$ cat config.mk
export PLATFORM = sky130hd
export DESIGN_NAME = mmio_keypad_io
export DESIGN_NICKNAME = d
export VERILOG_FILES = /design/src/rtl/io_pkg.sv /design/src/rtl/io_key_debounce.sv /design/src/rtl/mmio_keypad_io.sv
export SDC_FILE = /design/constraint.sdc
export NUM_CORES = 1
export LEC_CHECK = 0
export CORE_ASPECT_RATIO = 1.25
export CORE_UTILIZATION = 35
export DETAILED_ROUTE_END_ITERATION = 7
export PLACE_DENSITY = 0.69
export SLEW_MARGIN = 20
export SYNTH_ARGS = -nofsm -noshare
export SYNTH_HDL_FRONTEND = slang
export SYNTH_SLANG_ARGS = --single-unit
$ cat constraint.sdc
create_clock -name clock -period 3.6 [get_ports clock]
set_input_delay 0.72 -clock clock [delete_from_list [all_inputs] [get_ports clock]]
set_output_delay 0.72 -clock clock [all_outputs]
set_load 0.02 [all_outputs]
$ cat src/rtl/io_pkg.sv
// Shared definitions for the memory-mapped keypad/display I/O block.
// Holds register offsets (relative to BASE_ADDR) and the register-select
// enum produced by the address decoder.
package io_pkg;

  localparam logic [31:0] SEGMENTS_OFS   = 32'h00;
  localparam logic [31:0] LIGHTS_OFS     = 32'h04;
  localparam logic [31:0] KEYS_OFS       = 32'h08;
  localparam logic [31:0] KEY_EVENTS_OFS = 32'h0C;
  localparam logic [31:0] IRQ_MASK_OFS   = 32'h10;

  typedef enum logic [2:0] {
    SelNone,
    SelSegments,
    SelLights,
    SelKeys,
    SelKeyEvents,
    SelIrqMask
  } reg_sel_e;

endpackage

$ cat src/rtl/io_key_debounce.sv
// Per-key input conditioning: 2-flop synchroniser followed by a debouncer.
// Optional feature macro: IO_DEBOUNCE_EN
//   defined   - counter debouncer; a change at the synchroniser output must be
//               stable for DEBOUNCE_CYCLES cycles before the level follows it.
//   undefined - no counter; the level simply follows the synchroniser output.
// Ports:
//   clock  - system clock
//   reset  - asynchronous active-high reset
//   raw    - asynchronous key level, 1 = pressed
//   level  - next-state of the debounced level; the parent registers it so it
//            can see the 0->1 transition on the same edge it is stored.
module io_key_debounce #(
  parameter int unsigned DEBOUNCE_CYCLES = 16
) (
  input  logic clock,
  input  logic reset,
  input  logic raw,
  output logic level
);
  import io_pkg::*;

  logic sync1_q, sync2_q;

  always_ff @(posedge clock or posedge reset) begin
    if (reset) begin
      sync1_q <= 1'b0;
      sync2_q <= 1'b0;
    end else begin
      sync1_q <= raw;
      sync2_q <= sync1_q;
    end
  end

`ifdef IO_DEBOUNCE_EN
  localparam int unsigned CntW = $clog2(DEBOUNCE_CYCLES);

  logic [CntW-1:0] cnt_q, cnt_d;
  logic            deb_q, deb_d;

  always_comb begin
    cnt_d = '0;
    deb_d = deb_q;
    if (sync2_q != deb_q) begin
      // Reaching DEBOUNCE_CYCLES toggles the level and restarts the count.
      if (cnt_q == CntW'(DEBOUNCE_CYCLES - 1)) begin
        deb_d = ~deb_q;
      end else begin
        cnt_d = cnt_q + 1'b1;
      end
    end
  end

  always_ff @(posedge clock or posedge reset) begin
    if (reset) begin
      cnt_q <= '0;
      deb_q <= 1'b0;
    end else begin
      cnt_q <= cnt_d;
      deb_q <= deb_d;
    end
  end

  assign level = deb_d;
`else
  // The parent's register on level forms the third flop.
  logic unused_cfg;
  assign unused_cfg = ^DEBOUNCE_CYCLES;
  assign level      = sync2_q;
`endif

endmodule

$ cat src/rtl/mmio_keypad_io.sv
// Memory-mapped I/O block: seven-segment and LED output registers, debounced
// key inputs, sticky write-1-to-clear press events and a maskable interrupt.
// Optional feature macro: IO_DEBOUNCE_EN (enables the counter debouncer).
// Ports:
//   clock, reset  - system clock, asynchronous active-high reset
//   write_enable  - store strobe, qualified by address
//   address       - byte address, full 32-bit decode
//   write_data    - store data
//   read_data     - combinational load data
//   keys_raw      - asynchronous key levels, 1 = pressed
//   segments      - SEGMENTS register
//   lights        - LIGHTS register
//   irq           - |(KEY_EVENTS & IRQ_MASK)
module mmio_keypad_io
  import io_pkg::*;
#(
  parameter logic [31:0] BASE_ADDR       = 32'h8000,
  parameter int unsigned NUM_KEYS        = 8,
  parameter int unsigned NUM_LIGHTS      = 8,
  parameter int unsigned DEBOUNCE_CYCLES = 16
) (
  input  logic                  clock,
  input  logic                  reset,
  input  logic                  write_enable,
  input  logic [31:0]           address,
  input  logic [31:0]           write_data,
  output logic [31:0]           read_data,
  input  logic [NUM_KEYS-1:0]   keys_raw,
  output logic [31:0]           segments,
  output logic [NUM_LIGHTS-1:0] lights,
  output logic                  irq
);

  reg_sel_e sel;

  logic [31:0]           segments_q;
  logic [NUM_LIGHTS-1:0] lights_q;
  logic [NUM_KEYS-1:0]   keys_q, keys_d;
  logic [NUM_KEYS-1:0]   events_q, events_d;
  logic [NUM_KEYS-1:0]   mask_q;
  logic [NUM_KEYS-1:0]   clr_bits;

  for (genvar i = 0; i < NUM_KEYS; i++) begin : g_key
    io_key_debounce #(
      .DEBOUNCE_CYCLES(DEBOUNCE_CYCLES)
    ) u_debounce (
      .clock(clock),
      .reset(reset),
      .raw  (keys_raw[i]),
      .level(keys_d[i])
    );
  end

  always_comb begin
    sel = SelNone;
    if (address == BASE_ADDR + SEGMENTS_OFS)        sel = SelSegments;
    else if (address == BASE_ADDR + LIGHTS_OFS)     sel = SelLights;
    else if (address == BASE_ADDR + KEYS_OFS)       sel = SelKeys;
    else if (address == BASE_ADDR + KEY_EVENTS_OFS) sel = SelKeyEvents;
    else if (address == BASE_ADDR + IRQ_MASK_OFS)   sel = SelIrqMask;
  end

  // A press on the same edge as a clearing write wins.
  always_comb begin
    clr_bits = '0;
    if (write_enable && sel == SelKeyEvents) clr_bits = write_data[NUM_KEYS-1:0];
    events_d = (events_q & ~clr_bits) | (keys_d & ~keys_q);
  end

  always_ff @(posedge clock or posedge reset) begin
    if (reset) begin
      segments_q <= '0;
      lights_q   <= '0;
      keys_q     <= '0;
      events_q   <= '0;
      mask_q     <= '0;
    end else begin
      if (write_enable && sel == SelSegments) segments_q <= write_data;
      if (write_enable && sel == SelLights)   lights_q   <= write_data[NUM_LIGHTS-1:0];
      if (write_enable && sel == SelIrqMask)  mask_q     <= write_data[NUM_KEYS-1:0];
      keys_q   <= keys_d;
      events_q <= events_d;
    end
  end

  always_comb begin
    read_data = '0;
    unique case (sel)
      SelSegments:  read_data = segments_q;
      SelLights:    read_data[NUM_LIGHTS-1:0] = lights_q;
      SelKeys:      read_data[NUM_KEYS-1:0] = keys_q;
      SelKeyEvents: read_data[NUM_KEYS-1:0] = events_q;
      SelIrqMask:   read_data[NUM_KEYS-1:0] = mask_q;
      default:      read_data = '0;
    endcase
  end

  assign segments = segments_q;
  assign lights   = lights_q;
  assign irq      = |(events_q & mask_q);

endmodule
# Word level (Yosys, flattened, before mapping)
# Index checks and enable logic that the tools add are counted.
dict set report totals {
  reg_bits 80
  word_cells 50
}
dict set report op_classes {
  n_eq_ne 10
  n_mux 8
  bitwise_logic 6
  reduce_logical 5
}
# operator n
set ops {}
lappend ops {{$eq A32 B16 Y1 const B} 5}
lappend ops {{$pmux W8 S5} 1}
lappend ops {{$and A8 B8 Y8} 3}
lappend ops {{$mux W24} 1}
lappend ops {{$not A8 Y8} 2}
lappend ops {{$mux W3} 5}
lappend ops {{$mux W8} 1}
lappend ops {{$or A8 B8 Y8} 1}
lappend ops {{$reduce_or A8 Y1} 1}
lappend ops {{$eq A3 B2 Y1 const B} 2}
lappend ops {{$eq A3 B3 Y1 const B} 2}
lappend ops {{$logic_and A1 B1 Y1} 4}
lappend ops {{$eq A3 B1 Y1 const B} 1}

# Depth between registers and ports, before layout
dict set report logic_depth {
  word_depth 12
  ltp_mapped 6
  depth_no_buf 4
}

# Cells and area by module
# From an unflattened synthesis, not the netlist that was laid out.
dict set report unflattened {
  cells_unflattened 255
  hier_area_um2 3484.6
}
# mod n_inst cells_each area_each_um2 seq_area_each_um2
set by_module_without_submodules {}
lappend by_module_without_submodules {mmio_keypad_io 1 231 3054.2 1601.5}
lappend by_module_without_submodules {io_key_debounce 8 3 53.8 50.0}

# Worst setup path after synthesis
# No wires, ideal clock.
dict set report synth_path {
  kind {in2out}
  start {in address[19]}
  end {out read_data[0]}
  t_arrival_ns 2.282
  slack_ns 0.598
  cell_stages 6
  n_path_buf 2
  cell_sequence {nor4_1 > nand4_1 > buf_2 > or2_2 > clkbuf_1 > nor2_1}
}
dict set report synth_via {
  elab_chain_cells 8
  elab_cells_between_ends 16
  classes_between {eq/ne (10); mux (6)}
}
# item line_no
set synth_rtl {}
lappend synth_rtl {{start, declared} mmio_keypad_io.sv:25} ;# input logic [31:0] address,
lappend synth_rtl {{$eq A32 B16 Y1} mmio_keypad_io.sv:60} ;# else if (address == BASE_ADDR + IRQ_MASK_OFS) sel = SelIrqMask;
lappend synth_rtl {{$mux W3} mmio_keypad_io.sv:60}
lappend synth_rtl {{$mux W3} mmio_keypad_io.sv:59} ;# else if (address == BASE_ADDR + KEY_EVENTS_OFS) sel = SelKeyEvents;
lappend synth_rtl {{$mux W3} mmio_keypad_io.sv:58} ;# else if (address == BASE_ADDR + KEYS_OFS) sel = SelKeys;
lappend synth_rtl {{$mux W3} mmio_keypad_io.sv:57} ;# else if (address == BASE_ADDR + LIGHTS_OFS) sel = SelLights;
lappend synth_rtl {{$mux W3 (*)} mmio_keypad_io.sv:56} ;# if (address == BASE_ADDR + SEGMENTS_OFS) sel = SelSegments;
lappend synth_rtl {{$eq A3 B3 Y1, or another cell as far along} mmio_keypad_io.sv:88} ;# unique case (sel)
lappend synth_rtl {{$pmux W8 S5 (*)} mmio_keypad_io.sv:88}
lappend synth_rtl {{end, declared} mmio_keypad_io.sv:27} ;# output logic [31:0] read_data,
# Mark *: on every way between the ends. The rest lies on a longest branch, timed or not.

# Final worst setup path
dict set report layout_path {
  start {in address[8]}
  end {out read_data[6]}
}
# The elaborated chain is that of the path after synthesis.

==> reports/qor.txt <==
Synth Warn # -> 0
hold_buf cts -> 0
commonest non-fill, non-tap cells in the layout -> clkdlybuf4s50_1, dfrtp_1, mux2_1
Rows -> 40
CP startpoint kind -> input pin
Die Height -> 112.7 um
clock transition at the registers of the reported paths -> 0.07 ns
number of vias per cell -> 4.846
TritonRoute pass-1 iters -> 4
commonest non-fill, non-tap cell in the layout -> clkdlybuf4s50_1
CTS tree -> done
GR Overflow Total -> 0
Num CTS Buffers -> 9
HPWL after detailed placement -> 6.390 mm
syn_nets -> 322
FILL cells -> 811
Main synth FF type -> dfrtp_1
total track usage -> 18.07%
Fin. Hold Viols -> 0
Max Slew Vio Count -> 0
die area -> 10,200 um^2
Max Fanout on Critical Path -> 8
worst slew pin tran -> 0.4428 ns
Leak Pwr -> 0.002565 uW
pwr dens -> 368.3 nW/um^2
CP required -> 2.88 ns
CP arrival -> 2.75 ns
layout cells sized above 1 -> 16.50%
Slew Limit Headroom -> 70.38%
PortBufs -> 147
synthesized flop and latch total -> 80
Routed wire per std cell -> 16.04 um
Fin Hold WS -> 0.3439 ns
Setup WS post-layout -> 0.1270 ns
ant diodes -> 0
Netlist cell types -> 27
Final setup viols -> 0
Post-Synthesis Mean Instance Area -> 13.88 um^2
max_cap viols -> 0
CTS Sinks -> 80
core area -> 9559 um^2
largest net degree at the start of global routing -> 32
hold crit path type -> reg2reg
IO Pins -> 148
Place WS -> -0.09363 ns
endpoint type of the worst setup path -> output pin
Max Fclk -> 287.9 MHz
Remaining DRCs -> 0
status -> finished, final reports clean
worst-case clock skew -> 0.004114 ns
critical path class -> in2out
Detailed Route WL -> 8.628 mm
sequential share of the synthesized area -> 58.37%
antenna-violating nets left -> 0
Routability Congestion -> 0.7620
Clock Root Buffer -> clkbuf_16
asr flop ratio synth -> 100.0%
Area Growth Syn to Fin -> 58.15%
Post-Syn Area -> 3430 um^2
Clk Latency, worst-skew pair -> 0.34 ns
Reg2Reg Setup Slack -> 2.78 ns
Synth Instances -> 247
Initial Utilization -> 35.88%
H-tree Lvls -> 3
Die W -> 90.54 um
1st-iter DRT viols -> 71
Vias -> 2,607
nets@finish -> 482
fin crit share -> 96.47%
post-layout min period -> 3.473 ns
maximum VDD drop -> 211.4 uV
clock buffer depth -> 2
global-route wire length before repair -> 14.26 mm
vias in the first global route -> 2,777
Post-synth EDFFs -> 0
initial antenna violation count -> 0
-- synth_stat cells, drive strengths merged, types with 2 or more instances --
cell type	n	area (um^2)
dfrtp	80	2002
mux2	48	540.5
and2	24	150.1
a22oi	12	90.09
nand2	10	37.54
inv	9	33.78
nor2	9	33.78
mux4	8	180.2
nor4	8	86.33
o21ai	8	40.04
o31ai	8	60.06
buf	7	53.80
clkbuf	4	15.01
nand4	3	25.02
nor3	2	21.27
or2	2	12.51
-- sequential cells by signal, summed over array words and instances, names as in the netlist --
register	flops
segments	32
events_q	8
g_key.u_debounce.level	8
g_key.u_debounce.sync1_q	8
keys_q	8
lights	8
mask_q	8
-- timing repair --
| item | CTS | global route |
|---|---|---|
| pin swaps | 1 | 1 |
| resized for setup | 26 | 6 |
| hold endpoints to repair | 0 | 0 |
| buffers inserted | 0 | 1 |
| endpoints found under the setup margin | 28 | 8 |
-- through the flow --
step	area [um^2]	utilization (%)	cells	setup TNS, ns	power (uW)
2_1_floorplan	3430	-	247	0	974.5
3_3_place_gp	5102	53.38	521	-0.9668	1077
3_5_place_dp	5102	53.38	521	-2.003	1079
4_1_cts	5394	56.43	537	0	2034
5_1_grt	5424	56.74	538	-0.01126	2076
6_report	5424	56.74	538	0	1998
-- path summary, 6_finish.rpt --
check	start	to	depth (start not counted)
hold / removal	g_key[6].u_debounce.sync1_q	g_key[6].u_debounce.level	0
min in group asynchronous	reset	segments[0]	2
setup reg to reg	segments[7]	segments[7]	1
max in group asynchronous	reset	events_q[5]	3
hold reg to reg	g_key[6].u_debounce.sync1_q	g_key[6].u_debounce.level	0
setup / recovery	address[8]	read_data[6]	6
-- critical path: stages --
cell and delay [ns]:
clkdlybuf4s50_1 0.40, nor4_1 0.33, nand4_2 0.22, or2_4 0.35, nor2_1 0.12, clkdlybuf4s50_1 0.61
-- where the power goes --
group          switching [uW]  leakage (uW)  internal, uW  total [uW]
Sequential               5.55       0.00102           912         918
Clock                     384      0.000154           552         936
Combinational            53.7       0.00139          89.8         143
Total                     443       0.00257          1550        2000
-- cell families (layout without fill, tap and decap cells) --
kind of cell	count (synthesis)	after routing	share of synthesized area, %
buf+inv	21	186	3.101
flops	80	80	58.37
simple gates	62	62	11.97
mux	56	56	21.01
compound gates	28	28	5.546
-- final cells by class --
class | instances | area [um^2] | share of cell area, %
timing repair buffer | 160 | 1562 | 28.79
clock inverter | 7 | 87.58 | 1.615
inverter | 10 | 38.79 | 0.7151
tap | 126 | 157.7 | 2.907
sequential | 80 | 2002 | 36.91
clock buffer | 9 | 225.2 | 4.152
multi-input combinational | 146 | 1351 | 24.91
-- metal layers --
layer	up-vias	share of wire (%)	GRT usage [%]
li1	1215	-	-
met3	7	5.5	3.659
met1	1286	40	21.87
met5	-	0	0
met4	0	1.0	8.495
met2	99	53	30.86
Power figures use the tool's default switching activity.
